$ cat config.mk
export PLATFORM = sky130hd
export DESIGN_NAME = mult_arbiter
export DESIGN_NICKNAME = d
export VERILOG_FILES = /design/src/rtl/mult_arbiter_pkg.sv /design/src/rtl/mult_arbiter_rr_grant.sv /design/src/rtl/mult_arbiter.sv
export SDC_FILE = /design/constraint.sdc
export NUM_CORES = 1
export LEC_CHECK = 0
export BUFFER_PORTS_ARGS = -buffer_cell sky130_fd_sc_hd__buf_4
export CAP_MARGIN = 0
export CORE_AREA = 2 2 179 181
export DETAILED_ROUTE_END_ITERATION = 6
export DIE_AREA = 0 0 181 183
export GPL_TIMING_DRIVEN = 0
export PLACE_DENSITY_LB_ADDON = 0.25
export SYNTH_ARGS = -nofsm -noshare
export SYNTH_HDL_FRONTEND = slang
export SYNTH_SLANG_ARGS = --single-unit
$ cat constraint.sdc
create_clock -name clk -period 1.8 [get_ports clk]
set_clock_uncertainty 0.15 [all_clocks]
set_input_delay 0.45 -clock clk [delete_from_list [all_inputs] [get_ports clk]]
set_output_delay 0.45 -clock clk [all_outputs]
set_load 0.1 [all_outputs]
$ cat src/rtl/mult_arbiter_pkg.sv
// Shared definitions for the multiplier arbiter: FSM state encoding, the
// owner tag carried alongside each multiply, and the default latency.
package mult_arbiter_pkg;

    // Pipeline depth of the shared intMult instance.
    localparam int MULT_LATENCY_DEF = 3;

    // Tag owner field is sized for the largest legal requester count (8),
    // so one struct type serves every NUM_REQ the arbiter can be built with.
    localparam int MAX_NUM_REQ = 8;
    localparam int OWNER_W     = $clog2(MAX_NUM_REQ);

    typedef enum logic [1:0] {
        ST_RUN     = 2'd0,
        ST_DRAIN   = 2'd1,
        ST_DRAINED = 2'd2
    } arb_state_t;

    typedef struct packed {
        logic               valid;
        logic [OWNER_W-1:0] owner;
    } tag_t;

    // Round-robin successor with wrap from n-1 back to 0.
    function automatic int next_index(input int idx, input int n);
        return (idx >= n - 1) ? 0 : idx + 1;
    endfunction

endpackage

$ cat src/rtl/mult_arbiter_rr_grant.sv
// Combinational round-robin search: first asserted request at or after
// the pointer, scanning upward with wrap-around. Produces a one-hot grant,
// the granted index and an any-request flag.
module rr_grant #(
    parameter int NUM_REQ = 4,
    parameter int IDX_W   = $clog2(NUM_REQ)
) (
    input  logic [NUM_REQ-1:0] req,
    input  logic [IDX_W-1:0]   ptr,
    output logic [NUM_REQ-1:0] grant,
    output logic [IDX_W-1:0]   idx,
    output logic               any
);

    logic [IDX_W-1:0]   cand [NUM_REQ];
    logic [NUM_REQ-1:0] hit;

    // Candidate gi is the requester gi positions past the pointer (mod NUM_REQ).
    for (genvar gi = 0; gi < NUM_REQ; gi++) begin : g_cand
        logic [IDX_W:0] sum;
        assign sum       = {1'b0, ptr} + (IDX_W+1)'(gi);
        assign cand[gi]  = (sum >= (IDX_W+1)'(NUM_REQ)) ? IDX_W'(sum - (IDX_W+1)'(NUM_REQ))
                                                        : sum[IDX_W-1:0];
        assign hit[gi]   = req[cand[gi]];
    end

    // Lowest rotated position wins; scanning downward lets it overwrite last.
    always_comb begin
        any = 1'b0;
        idx = '0;
        for (int k = NUM_REQ - 1; k >= 0; k--) begin
            if (hit[k]) begin
                any = 1'b1;
                idx = cand[k];
            end
        end
        grant = any ? (NUM_REQ'(1) << idx) : '0;
    end

endmodule

$ cat src/rtl/mult_arbiter.sv
// Round-robin arbiter and issue sequencer in front of a shared pipelined
// multiplier. Operands are registered onto the multiplier inputs, the owner
// rides a tag pipeline matched to the multiplier latency, and the product is
// strobed back to its owner. A drain handshake lets a controller quiesce it.
// Optional build macro: MULT_ARB_PRIO_EN gives requester 0 strict priority.
`ifndef DATA_SIZE_ARB
`define DATA_SIZE_ARB 32
`endif

module mult_arbiter
    import mult_arbiter_pkg::*;
#(
    parameter int NUM_REQ      = 4,
    parameter int DATA_WIDTH   = `DATA_SIZE_ARB,
    parameter int MULT_LATENCY = MULT_LATENCY_DEF
) (
    input  logic                          clk,
    input  logic                          reset,
    input  logic [NUM_REQ-1:0]            req_valid,
    output logic [NUM_REQ-1:0]            req_ready,
    input  logic [NUM_REQ*DATA_WIDTH-1:0] req_a,
    input  logic [NUM_REQ*DATA_WIDTH-1:0] req_b,
    output logic [NUM_REQ-1:0]            rsp_valid,
    output logic [2*DATA_WIDTH-1:0]       rsp_data,
    output logic [DATA_WIDTH-1:0]         mult_a,
    output logic [DATA_WIDTH-1:0]         mult_b,
    input  logic [2*DATA_WIDTH-1:0]       mult_c,
    input  logic                          drain_req,
    output logic                          drain_done,
    output logic                          busy
);

    localparam int IDX_W = $clog2(NUM_REQ);
    // One extra stage: operand register plus the multiplier's own pipeline.
    localparam int DEPTH = MULT_LATENCY + 1;

    arb_state_t            state_reg;
    logic                  drain_done_reg;
    logic [IDX_W-1:0]      rr_ptr_reg;
    logic [DATA_WIDTH-1:0] mult_a_reg;
    logic [DATA_WIDTH-1:0] mult_b_reg;
    tag_t                  tag_reg [DEPTH];

    logic [DATA_WIDTH-1:0] a_slice [NUM_REQ];
    logic [DATA_WIDTH-1:0] b_slice [NUM_REQ];
    logic [NUM_REQ-1:0]    rr_grant_vec;
    logic [IDX_W-1:0]      rr_idx;
    logic                  rr_any;
    logic [NUM_REQ-1:0]    sel_grant;
    logic [IDX_W-1:0]      sel_idx;
    logic                  sel_any;
    logic                  sel_prio;
    logic                  transfer;
    logic [IDX_W-1:0]      rr_ptr_next;
    logic [DEPTH-1:0]      tag_valid_vec;
    logic                  pipe_filling;

    // Unpack per-requester operand slices.
    for (genvar gi = 0; gi < NUM_REQ; gi++) begin : g_slice
        assign a_slice[gi] = req_a[gi*DATA_WIDTH +: DATA_WIDTH];
        assign b_slice[gi] = req_b[gi*DATA_WIDTH +: DATA_WIDTH];
    end

    rr_grant #(
        .NUM_REQ (NUM_REQ),
        .IDX_W   (IDX_W)
    ) u_rr_grant (
        .req   (req_valid),
        .ptr   (rr_ptr_reg),
        .grant (rr_grant_vec),
        .idx   (rr_idx),
        .any   (rr_any)
    );

    // Final grant selection: round-robin, optionally overridden by requester 0.
    always_comb begin
        sel_grant = rr_grant_vec;
        sel_idx   = rr_idx;
        sel_any   = rr_any;
        sel_prio  = 1'b0;
`ifdef MULT_ARB_PRIO_EN
        if (req_valid[0]) begin
            sel_grant = NUM_REQ'(1);
            sel_idx   = '0;
            sel_any   = 1'b1;
            sel_prio  = 1'b1;
        end
`endif
    end

    assign transfer    = (state_reg == ST_RUN) && sel_any;
    assign req_ready   = (state_reg == ST_RUN) ? sel_grant : '0;
    assign rr_ptr_next = IDX_W'(next_index(int'(sel_idx), NUM_REQ));

    // Pointer moves past the winner; strict-priority grants leave it alone.
    always_ff @(posedge clk) begin
        if (reset) begin
            rr_ptr_reg <= '0;
        end else if (transfer && !sel_prio) begin
            rr_ptr_reg <= rr_ptr_next;
        end
    end

    // Operand registers feed the multiplier; they hold when nothing issues.
    always_ff @(posedge clk) begin
        if (reset) begin
            mult_a_reg <= '0;
            mult_b_reg <= '0;
        end else if (transfer) begin
            mult_a_reg <= a_slice[sel_idx];
            mult_b_reg <= b_slice[sel_idx];
        end
    end

    assign mult_a = mult_a_reg;
    assign mult_b = mult_b_reg;

    // Owner tag pipeline, aligned so the last stage matches mult_c.
    always_ff @(posedge clk) begin
        if (reset) begin
            for (int k = 0; k < DEPTH; k++) begin
                tag_reg[k] <= '0;
            end
        end else begin
            tag_reg[0] <= '{valid: transfer, owner: OWNER_W'(sel_idx)};
            for (int k = 1; k < DEPTH; k++) begin
                tag_reg[k] <= tag_reg[k-1];
            end
        end
    end

    for (genvar gi = 0; gi < DEPTH; gi++) begin : g_tag_valid
        assign tag_valid_vec[gi] = tag_reg[gi].valid;
    end

    assign busy = |tag_valid_vec;
    // Anything still short of the output stage; once clear, the pipeline is
    // empty after this edge because nothing new is issued while draining.
    assign pipe_filling = |tag_valid_vec[DEPTH-2:0];

    // Product strobe to the owner of the operation leaving the pipeline.
    always_comb begin
        rsp_valid = '0;
        rsp_data  = '0;
        if (tag_reg[DEPTH-1].valid) begin
            rsp_valid[tag_reg[DEPTH-1].owner[IDX_W-1:0]] = 1'b1;
            rsp_data = mult_c;
        end
    end

    // Drain FSM with registered drain_done.
    always_ff @(posedge clk) begin
        if (reset) begin
            state_reg      <= ST_RUN;
            drain_done_reg <= 1'b0;
        end else begin
            case (state_reg)
                ST_RUN: begin
                    if (drain_req) begin
                        state_reg <= ST_DRAIN;
                    end
                end
                ST_DRAIN: begin
                    if (!pipe_filling) begin
                        state_reg      <= ST_DRAINED;
                        drain_done_reg <= 1'b1;
                    end
                end
                ST_DRAINED: begin
                    if (!drain_req) begin
                        state_reg      <= ST_RUN;
                        drain_done_reg <= 1'b0;
                    end
                end
                default: begin
                    state_reg      <= ST_RUN;
                    drain_done_reg <= 1'b0;
                end
            endcase
        end
    end

    assign drain_done = drain_done_reg;

endmodule

==> results.json <==
{
  "gr-usage-met2": 0.3068,
  "drv_slew": 0,
  "synth_async_sr_flop_share": 0,
  "r2r_start": "rr_ptr_reg[1]",
  "critical_path.startpoint": "rr_ptr_reg[1]",
  "synthDistinctLibCells": 37,
  "dp.cells": 1515,
  "postSynthAreaPerCell_sq_um": 8.191,
  "tightestPinTransition_ps": 1159,
  "synth_top_area_frac": 0.3046,
  "path_class": "reg -> out",
  "hold_path.class": "in -> reg",
  "wirelength_mm": 28.42,
  "dieHeight_microns": 183,
  "p_total_mw": 9.993,
  "fin_nets": 1463,
  "drc": 0,
  "multiInputGateArea_sq_mm": 0.003518,
  "cts.sinks": 81,
  "rows": 65,
  "yosysSeqAreaShare": 0.3046,
  "start_util": 0.1705,
  "synth_edf_count": 0,
  "violations": "setup timing",
  "dpl.hpwl_mm": 22.04,
  "grt_pass1_vias": 7019,
  "finalHoldViolCount": 0,
  "rsz0062_at_grt": "true",
  "clock_latency_ps": 350,
  "synthTopCellsByArea": "dfxtp_1 (30%), mux2i_1 (12%), a21o_1 (9.0%), o211ai_1 (9.0%), and2_1 (7.5%)",
  "cts.clk_slew.worst_paths_ps": 70,
  "p_per_area_mw_per_mm2": 937.9,
  "drive_gt1_frac": 0.5478,
  "htreeDepth": 3,
  "netlist_top_cells_count": "dfxtp_1 (81), nand2_1 (67), mux2i_1 (66)",
  "synthCells": 650,
  "worst_slack_ps": -784.2,
  "fmax_mhz": 387.0,
  "syn-cell-area_sq_mm": 0.005324,
  "timing.final.crit_share": 1.436,
  "cts_buffers": 9,
  "pin_count": 465,
  "dr.pass1.iters": 4,
  "maxCapViolations": 0,
  "grt_max_degree": 14,
  "met1_usage": 0.1754,
  "synth_ff_type": "dfxtp_1",
  "grt.busiest_layer": "met2",
  "arrival_ps": 1980,
  "drtAntennaViolNets": 0,
  "synthToLayoutAreaGrowth_pct": 100.1,
  "core_area_sq_mm": 0.03123,
  "dpl_cell_area_sq_mm": 0.009479,
  "finalSetupViolCount": 139,
  "grt_pass1_wl_mm": 41.31,
  "post_drt_wl_per_cell_microns": 18.44,
  "grt_use_total": 0.1646,
  "min-delay-start": "req_b[46]",
  "grt-ovfl-total": 0,
  "fp.dieW_microns": 181,
  "vias": 6767,
  "ir_worst_vdd_v": 0.0004750,
  "slew_headroom": 0.2274,
  "yosys_register_bits": 81,
  "cp-start-kind": "register",
  "fin_cells": 1541,
  "yosys.area.top_type": "dfxtp_1",
  "nFillCells": 3293,
  "clockBufferDepth": 2,
  "drt_iter0_markers": 181,
  "hold_buffers": 0,
  "gp_congestion": 0.8243,
  "vias_per_cell": 4.391,
  "grt_antenna_before_repair": 1,
  "die_area_sq_mm": 0.03312,
  "clockRootBuffer": "clkbuf_16",
  "outcome": "finished, violations left",
  "tritoncts": "built",
  "grt_util_met3": 0.05342,
  "synth.most_common_cell": "dfxtp_1",
  "critical_path.max_fanout": 7,
  "synthesis.nets": 978,
  "yosys_warnings": 0,
  "p_leak_nw": 4.899,
  "fin_area_sq_mm": 0.01066,
  "regArea_sq_mm": 0.001627,
  "period_needed_ps": 2584,
  "port_buffers": 463,
  "crit_required_ps": 1200,
  "cp-end-kind": "primary output",
  "n_antenna_cell": 0
}
==> worst paths after layout <==
check                       end  slack [ps]  cells past startpoint
setup reg to reg     mult_b[28]        -700                      8
hold reg to reg   tag_reg[2][1]         290                      1
hold / removal       mult_b[14]         240                      3
setup / recovery   req_ready[3]        -780                     10
==> worst max-delay path: stages (launching register included) <==
cell	delay (ps)
dfxtp_2	320
buf_8	130
buf_4	140
a21oi_4	130
o21a_1	200
o22ai_4	100
inv_2	100
ha_2	180
inv_2	40
nor2_4	90
buf_12	180
==> report_power, final <==
group / internal (mW) / leakage (nW) / total [mW] / switching (mW)
registers: 2.13 / 0.670 / 2.31 / 0.184
clock network: 1.07 / 0.131 / 1.88 / 0.814
logic: 1.82 / 4.10 / 5.80 / 3.98
==> layout by cell type, fill, tap and decap left out, types with 2 or more instances in the layout <==
| master | count |
|---|---|
| and2_4 | 21 |
| o21ai_0 | 65 |
| buf_8 | 6 |
| a21o_1 | 64 |
| inv_2 | 2 |
| and2_2 | 43 |
| nor2_4 | 2 |
| clkbuf_2 | 4 |
| dfxtp_1 | 79 |
| nand2_1 | 67 |
| clkinvlp_4 | 3 |
| nor2_1 | 4 |
| or3_1 | 2 |
| nand3b_1 | 2 |
| nor3_4 | 3 |
| clkbuf_1 | 24 |
| buf_4 | 422 |
| inv_1 | 2 |
| nand3_1 | 64 |
| o22ai_4 | 2 |
| mux2i_1 | 65 |
| buf_2 | 10 |
| nor3b_4 | 2 |
| nor4_4 | 2 |
| o211ai_1 | 64 |
| a21oi_2 | 2 |
| buf_6 | 17 |
| clkbuf_16 | 10 |
| a21oi_1 | 2 |
| nor2b_1 | 9 |
| clkbuf_8 | 2 |
| buf_12 | 52 |
==> cell families (layout without fill, tap and decap cells) <==
family,Yosys count,after routing,share of synthesized area
buffers and inverters,68,557,0.07943
DFF,81,81,0.3046
adders and majority gates,1,1,0.002350
AOI/OAI and AO/OA,205,205,0.2609
and+or+nand+nor,229,229,0.2287
muxes,66,66,0.1241
==> final cells by class <==
class | count | share of cell area
buffer | 63 | 0.04662
inverter | 5 | 0.001996
multi-input combinational | 501 | 0.3302
clock inverter | 5 | 0.005402
clock buffer | 10 | 0.02149
timing repair buffer | 474 | 0.3944
tap | 402 | 0.04721
sequential | 81 | 0.1527
==> metrics by stage <==
stage                       util  setup WS (ps)  hold WS (ps)  TNS [ps]
after floorplan                -         -748.2         263.8     -7130
after global placement    0.3035         -923.3         266.8    -57260
after detailed placement  0.3035         -942.5         273.4    -58810
after CTS                 0.3298         -791.7         231.3    -60510
after global routing      0.3412         -870.7         247.1    -62180
final                     0.3412         -784.2         244.1    -52490
==> routing by layer <==
| layer | vias to the layer above | routed length, microns |
|---|---|---|
| li1 | 3304 | - |
| met1 | 3114 | 10530 |
| met2 | 310 | 14760 |
| met3 | 39 | 2363 |
| met4 | 0 | 761 |
| met5 | - | 0 |
==> repair_timing <==
| item | CTS | global route |
|---|---|---|
| resized for setup | 130 | 92 |
| gates cloned | 0 | 0 |
| pin swaps | 5 | 6 |
| buffers inserted | 9 | 2 |
| endpoints found under the setup margin | 139 | 140 |
(Power assumes the default switching activity.)
